==> src/rtl/game_sequencer.sv <==
// Runner game flow controller: idle/countdown/play/game-over sequencing,
// game tick generation, jump gating, score and high-score tracking.
module game_sequencer #(
  parameter int unsigned TICK_DIV        = 2500000,
  parameter int unsigned COUNTDOWN_TICKS = 120,
  parameter int unsigned HOLD_TICKS      = 80,
  parameter int unsigned SCORE_MAX       = 999
) (
  input  logic       clk,
  input  logic       rst,
  input  logic       jump_op,
  input  logic       dead,
  input  logic       pass,
  output logic [1:0] state,
  output logic       game_tick,
  output logic       run,
  output logic       flap,
  output logic [1:0] cd_digit,
  output logic [9:0] score,
  output logic [9:0] high_score,
  output logic       new_record
);

  localparam int unsigned DIV_W  = $clog2(TICK_DIV);
  localparam int unsigned PH_MAX = (COUNTDOWN_TICKS > HOLD_TICKS) ? COUNTDOWN_TICKS : HOLD_TICKS;
  localparam int unsigned PH_CW  = $clog2(PH_MAX + 1);
  localparam int unsigned PH_W   = (PH_CW < 8) ? 8 : PH_CW;

  localparam logic [DIV_W-1:0] DIV_LAST = DIV_W'(TICK_DIV - 1);
  localparam logic [PH_W-1:0]  CD_LOAD  = PH_W'(COUNTDOWN_TICKS - 1);
  localparam logic [PH_W-1:0]  HOLD_LOAD = PH_W'(HOLD_TICKS - 1);
  localparam logic [PH_W-1:0]  CD_HI    = PH_W'((2 * COUNTDOWN_TICKS) / 3);
  localparam logic [PH_W-1:0]  CD_LO    = PH_W'(COUNTDOWN_TICKS / 3);
  localparam logic [9:0]       SMAX     = 10'(SCORE_MAX);

  typedef enum logic [1:0] {
    S_IDLE  = 2'b00,
    S_PLAY  = 2'b01,
    S_COUNT = 2'b10,
    S_OVER  = 2'b11
  } state_e;

  state_e           state_q, state_d;
  logic [DIV_W-1:0] div_q;
  logic             tick_q;
  logic [PH_W-1:0]  ph_q, ph_d;
  logic [9:0]       score_q, score_d;
  logic [9:0]       high_q, high_d;
  logic             rec_q, rec_d;
  logic             run_q, run_d;
  logic [1:0]       cd_q, cd_d;

  // Free-running divider; never re-phased on state changes.
  always_ff @(posedge clk) begin
    if (rst) begin
      div_q  <= '0;
      tick_q <= 1'b0;
    end else begin
      div_q  <= (div_q == DIV_LAST) ? '0 : div_q + 1'b1;
      tick_q <= (div_q == DIV_LAST);
    end
  end

  always_ff @(posedge clk) begin
    if (rst) begin
      state_q <= S_IDLE;
      ph_q    <= '0;
      score_q <= '0;
      high_q  <= '0;
      rec_q   <= 1'b0;
      run_q   <= 1'b0;
      cd_q    <= '0;
    end else begin
      state_q <= state_d;
      ph_q    <= ph_d;
      score_q <= score_d;
      high_q  <= high_d;
      rec_q   <= rec_d;
      run_q   <= run_d;
      cd_q    <= cd_d;
    end
  end

  always_comb begin
    state_d = state_q;
    ph_d    = ph_q;
    score_d = score_q;
    high_d  = high_q;
    rec_d   = rec_q;
    unique case (state_q)
      S_IDLE: begin
        if (jump_op) begin
          state_d = S_COUNT;
          ph_d    = CD_LOAD;
          score_d = '0;
          rec_d   = 1'b0;
        end
      end
      S_COUNT: begin
        if (tick_q) begin
          if (ph_q == '0) state_d = S_PLAY;
          else            ph_d    = ph_q - 1'b1;
        end
      end
      S_PLAY: begin
        if (dead) begin
          state_d = S_OVER;
          ph_d    = HOLD_LOAD;
          if (score_q > high_q) begin
            high_d = score_q;
            rec_d  = 1'b1;
          end
        end else if (pass && (score_q < SMAX)) begin
          score_d = score_q + 1'b1;
        end
      end
      S_OVER: begin
        if (tick_q) begin
          if (ph_q == '0) state_d = S_IDLE;
          else            ph_d    = ph_q - 1'b1;
        end
      end
      default: state_d = S_IDLE;
    endcase

    // run and cd_digit are registered from next-state so they track state exactly.
    run_d = (state_d == S_PLAY);
    cd_d  = 2'd0;
    if (state_d == S_COUNT) begin
      if (ph_d >= CD_HI)      cd_d = 2'd3;
      else if (ph_d >= CD_LO) cd_d = 2'd2;
      else                    cd_d = 2'd1;
    end
  end

  assign state      = state_q;
  assign game_tick  = tick_q;
  assign run        = run_q;
  assign flap       = jump_op & (state_q == S_PLAY);
  assign cd_digit   = cd_q;
  assign score      = score_q;
  assign high_score = high_q;
  assign new_record = rec_q;

endmodule

==> config.mk <==
export PLATFORM = sky130hd
export DESIGN_NAME = game_sequencer
export DESIGN_NICKNAME = d
export VERILOG_FILES = /design/src/rtl/game_sequencer.sv
export SDC_FILE = /design/constraint.sdc
export NUM_CORES = 1
export LEC_CHECK = 0
export ABC_AREA = 1
export CAP_MARGIN = 20
export CORE_MARGIN = 4
export CORE_UTILIZATION = 59
export CTS_BUF_LIST = sky130_fd_sc_hd__clkbuf_8
export CTS_CLUSTER_SIZE = 12
export DETAILED_ROUTE_END_ITERATION = 12
export PLACE_DENSITY = 0.9
export SYNTH_ARGS = -nofsm -noshare
export SYNTH_HDL_FRONTEND = slang
export SYNTH_SLANG_ARGS = --single-unit
==> constraint.sdc <==
create_clock -name clk -period 2.1 [get_ports clk]
set_input_delay 0.21 -clock clk [delete_from_list [all_inputs] [get_ports clk]]
set_output_delay 0.21 -clock clk [all_outputs]
set_load 0.03 [all_outputs]
# [Word level (Yosys, flattened, before mapping)]
# Index checks and enable logic that the tools add are counted.
[totals] elab_cells=61 ff_bits=57 in_bits=5
[op_classes] eq_ne=11 n_reduce_logical=10 magnitude_cmp=4 add_sub_neg=3 n_bitwise=2 n_mux=22
[op_table] cell="8-bit 2-to-1 mux" count=4
[op_table] cell="10-bit 2-to-1 mux" count=3
[op_table] cell="8-bit case mux with 3 select lines" count=1
[op_table] cell="22-bit by 1-bit adder with 22-bit output (second input constant)" count=1
[op_table] cell="22-bit == test (second input constant)" count=1
[op_table] cell="10-bit case mux with 2 select lines" count=1
[op_table] cell="2-bit 2-to-1 mux" count=8
[op_table] cell="10-bit by 1-bit adder with 10-bit output (second input constant)" count=1
[op_table] cell="10-bit greater-than comparator" count=1
[op_table] cell="10-bit < comparator (second input constant)" count=1
[op_table] cell="2-bit != test (second input constant)" count=5
[op_table] cell="8-bit by 6-bit >= comparator with 1-bit output (second input constant)" count=1
[op_table] cell="8-bit by 7-bit >= comparator with 1-bit output (second input constant)" count=1
[op_table] cell="8-bit logical NOT" count=1
[op_table] cell="2-bit case mux with 4 select lines" count=1
[op_table] cell="4-bit AND reduction" count=2
[op_table] cell="8-bit by 1-bit subtractor with 8-bit output (second input constant)" count=1
[op_table] cell="2-bit == test (second input constant)" count=3
[op_table] cell="2-bit OR reduction" count=3
[op_table] cell="2-bit by 1-bit == test with 1-bit output (second input constant)" count=2
[op_table] cell="1-bit 2-to-1 mux" count=3
[op_table] cell="3-bit AND reduction" count=1
[op_table] cell="2-bit logical NOT" count=1
[op_table] cell="1-bit case mux with 2 select lines" count=1
[op_table] cell="4 further kinds" count=4

# [Logic depth before layout (Yosys ltp)]
[logic_depth] word_depth=7 depth_mapped=14

# [Worst setup path after synthesis]
# OpenSTA, ideal clock, no wires.
[synth_timing] path_kind="register to register" from="reg high_q[9], in the netlist high_score[9]" to="reg high_q[3], in the netlist high_score[3]" synth_period_minus_slack_ps=1918 setup_slack_ps=182 stages_incl_launch_ff=11 required_time_ps=1986 arrival_ps=1804 path_cell_list="dfxtp_1 -> inv_1 -> ha_1 -> nand2_1 -> nor2_1 -> o211ai_1 -> nand4_1 -> nand3_2 -> buf_2 -> nor2_1 -> nor2_1"
[synth_via] elab_chain_cells=2
[synth_rtl] item="from (decl)" line="48" text="logic [9:0] high_q, high_d;"
[synth_rtl] item="from (signal assigned)" line="77" text="high_q <= high_d;"
[synth_rtl] item="10-bit greater-than comparator" line="109" text="if (score_q > high_q) begin"
[synth_rtl] item="3-bit AND reduction (no source line)"
# Every way passes these cells.
# A chain may end at the register's enable or synchronous reset.

# [Worst setup path in the final report]
[layout_timing] from="reg state_q[1], in the netlist state[1]" to="out flap"
[layout_via] elab_chain_cells=2
[layout_rtl] item="from (decl)" line="43" text="state_e state_q, state_d;"
[layout_rtl] item="from (signal assigned)" line="74" text="state_q <= state_d;"
[layout_rtl] item="2-bit by 1-bit == test with 1-bit output" line="139" text="assign flap = jump_op & (state_q == S_PLAY);"
[layout_rtl] item="1-bit AND" line="139"
[layout_rtl] item="to (decl)" line="17" text="output logic flap,"
# Every way passes these cells.

==> results.json <==
{
  "drt_pre_antenna_iters": 4,
  "start_util": 0.615,
  "multi_input_area_um2": 1800,
  "ys_top_cells_by_area": "dfxtp_1 (36%), nand2_1 (14%), nor2_1 (7.7%)",
  "place_inst": 556,
  "rr_startpoint": "score[9]",
  "finalSetupViolations": 0,
  "route.antenna.remaining_nets": 0,
  "hold-path-endpoint": "div_q[0]",
  "maxSlewHeadroom": 0.750,
  "nNetsFinal": 516,
  "min-delay-start": "div_q[0]",
  "gr-usage-all-layers": 0.244,
  "ir_drop_v": 0.000624,
  "drt_iter0_drc": 194,
  "cp.arrival_ns": 1.80,
  "cp_cell_sequence": "inv_2 > nand2_4 > nor2_1 > clkdlybuf4s50_1",
  "hold_depth": 1,
  "vias_per_cell": 5.33,
  "cts.sinks": 57,
  "power_density_nw_per_um2": 644,
  "fin_cells": 572,
  "post-synth-top-area-cell": "dfxtp_1",
  "drv_slew": 0,
  "critPathBufInv": 2,
  "rows": 26,
  "synth_top_area_frac": 0.359,
  "wirelength_um": 7300,
  "grt_pass1_vias": 3055,
  "hpwl_um": 5340,
  "rr_worst_depth": 9,
  "hold_violations": 0,
  "wire_per_inst_um": 12.8,
  "clock_skew_ns": 0.00313,
  "path_delay_family": "buffers and inverters",
  "cts_hold_buffers": 0,
  "seq_area_um2": 1140,
  "start_kind": "flop",
  "yosysWarnings": 0,
  "grt_first_pass_wirelength_um": 12700,
  "syn_inst": 453,
  "hold_class": "flop to flop",
  "core_um2": 5170,
  "die_h_um": 81.4,
  "synth_cell_types": 36,
  "status": "finished, final reports clean",
  "rr_endpoint": "high_score[1]",
  "clock_path_buffers": 2,
  "cp-end-kind": "output port",
  "p_leak_uw": 0.00161,
  "antenna_found_initial": 0,
  "drcViolationCount": 0,
  "tns_ns": 0,
  "maxCapViolations": 0,
  "place.gp.congestion": 0.916,
  "yosysSeqAreaShare": 0.359,
  "clock.fmax_mhz": 499,
  "crit_slowest_cell": "clkdlybuf4s50_1",
  "syn_to_final_growth_pct": 20.8,
  "post_cts_buffers": 0,
  "required_ns": 1.89,
  "synth_nets": 472,
  "cts_resized": 0,
  "h-tree-depth": 3,
  "grt_overflow_total": 0,
  "fin_util": 0.743,
  "path_class": "flop to output port",
  "netlist_area_um2": 3180,
  "fp.dieArea_um2": 6630,
  "ys_seq_elements": 57,
  "diodes": 0,
  "critPathMaxStageDelay_ns": 0.67,
  "fillers": 378,
  "tightest_slew_ns": 0.372,
  "finalCriticalPeriod_ns": 2.01,
  "cts_made_buffers": 9,
  "insertion_delay_ns": 0.34,
  "die_w_um": 81.4,
  "r2r_setup_slack_ns": 0.29,
  "drive_gt1_frac": 0.141,
  "clkTransAtPathRegs_ns": 0.06,
  "crit_path_max_fanout": 8,
  "ioPinCount": 33,
  "grt_max_degree": 20,
  "cts_tree": "built",
  "min_period_over_period": 0.955,
  "postSynthAreaPerCell_um2": 7.02,
  "io_buffers": 32,
  "vias": 3051,
  "clock-root-buffer": "clkbuf_8",
  "rsz0062_at_grt": "no"
}
-- synth_stat cells (all sizes together) --
cell      n
nand2   125
nor2     81
inv      59
dfxtp    57
a21oi    34
nand3    20
ha       14
nor3     11
nand4     9
o21ai     9
xor2      6
nor3b     4
nor4      4
buf       3
clkbuf    3
o211ai    3
xnor2     3
a211oi    2
nand3b    2
or2       2
a21boi    1
o22ai     1
-- report_power, final --
group,total (uW),leakage (uW),switching [uW],internal (uW)
Combinational,214,0.00103,138,75.2
Sequential,1120,0.000462,19.8,1100
Clock,1140,0.000117,443,693
Total,2470,0.00161,602,1870
-- per-stage QoR --
| stage | total power [uW] | cell area [um^2] | hold slack [ns] | worst slack [ns] |
|---|---|---|---|---|
| detailed placement | 1360 | 3620 | 0.451 | 0.206 |
| global placement | 1350 | 3620 | 0.427 | 0.309 |
| finish | 2470 | 3840 | 0.451 | 0.0945 |
| floorplan | 1290 | 3180 | 0.417 | 0.182 |
| global route | 2560 | 3840 | 0.480 | 0.0406 |
| CTS | 2490 | 3840 | 0.460 | 0.110 |
-- final cells by class --
| class | count | share of cell area |
|---|---|---|
| clock inverter | 6 | 0.0215 |
| clock buffer | 10 | 0.0358 |
| sequential | 57 | 0.297 |
| multi-input combinational | 331 | 0.468 |
| timing repair buffer | 39 | 0.0970 |
| inverter | 59 | 0.0583 |
| tap | 70 | 0.0228 |
-- sequential cells by signal, indices dropped and copies added, names as in the netlist --
name and cells:
cd_digit 2, div_q 22, game_tick 1, high_score 10, new_record 1, ph_q 8, run 1, score 10
state 2
-- placed cells by master, fill, tap and decap left out --
| cell type | count |
|---|---|
| nor3b_1 | 2 |
| a21oi_1 | 33 |
| o21ai_2 | 1 |
| bufinv_16 | 2 |
| xnor2_1 | 3 |
| nor3b_2 | 2 |
| a21oi_2 | 1 |
| xor2_1 | 6 |
| clkbuf_8 | 10 |
| clkdlybuf4s50_1 | 32 |
| o22ai_1 | 1 |
| nand2_2 | 6 |
| buf_4 | 7 |
| nor3_2 | 1 |
| nand4_1 | 9 |
| inv_4 | 1 |
| nand3_1 | 17 |
| inv_2 | 11 |
| ha_1 | 14 |
| nand3_4 | 3 |
| or2_2 | 2 |
| clkinv_2 | 2 |
| dfxtp_1 | 57 |
| nor4_1 | 4 |
| nand2_4 | 3 |
| inv_1 | 48 |
| nor2_2 | 6 |
| o21ai_0 | 7 |
| nor2_4 | 10 |
| o21ai_1 | 1 |
| nor2_1 | 65 |
| a211oi_1 | 2 |
| nor3_4 | 2 |
| clkinv_4 | 1 |
| nand3b_1 | 2 |
| nor3_1 | 8 |
| a21boi_0 | 1 |
| nand2_1 | 116 |
| o211ai_1 | 3 |
-- how the worst max path moves through the flow --
stage / start / to / slack, ns / cells past startpoint
after floorplan: high_score[9] / high_score[3] / 0.18 / 10
after global placement: score[8] / high_score[5] / 0.31 / 8
after detailed placement: high_score[9] / high_score[4] / 0.21 / 9
after CTS: state[1] / flap / 0.11 / 4
after global routing: state[1] / flap / 0.04 / 4
final: state[1] / flap / 0.09 / 4
-- worst reg2reg max path: cells and delay by family, from the launching register on --
family | cells | cell delay, ns
and+or+nand+nor | 7 | 0.92
adders and majority gates | 1 | 0.32
DFF | 1 | 0.36
AOI/OAI and AO/OA | 1 | 0.14
-- metal layers --
metal	vias to the layer above	track usage	wire length, um
met5	-	0	0
met4	0	0.113	177
met3	19	0.0789	404
met2	104	0.422	3740
met1	1394	0.269	2980
li1	1534	-	-
-- cells by family (layout without fill, tap and decap cells) --
group	count (synthesis)	count (layout)	share of synthesized area
AO/OA/AOI/OAI	50	50	0.0861
XOR/XNOR	9	9	0.0248
adder cells (fa/ha/maj)	14	14	0.0551
buffers and inverters	65	114	0.0786
flip-flops	57	57	0.359
AND/OR/NAND/NOR	258	258	0.397
No activity file was read; power rests on OpenSTA's default activity.
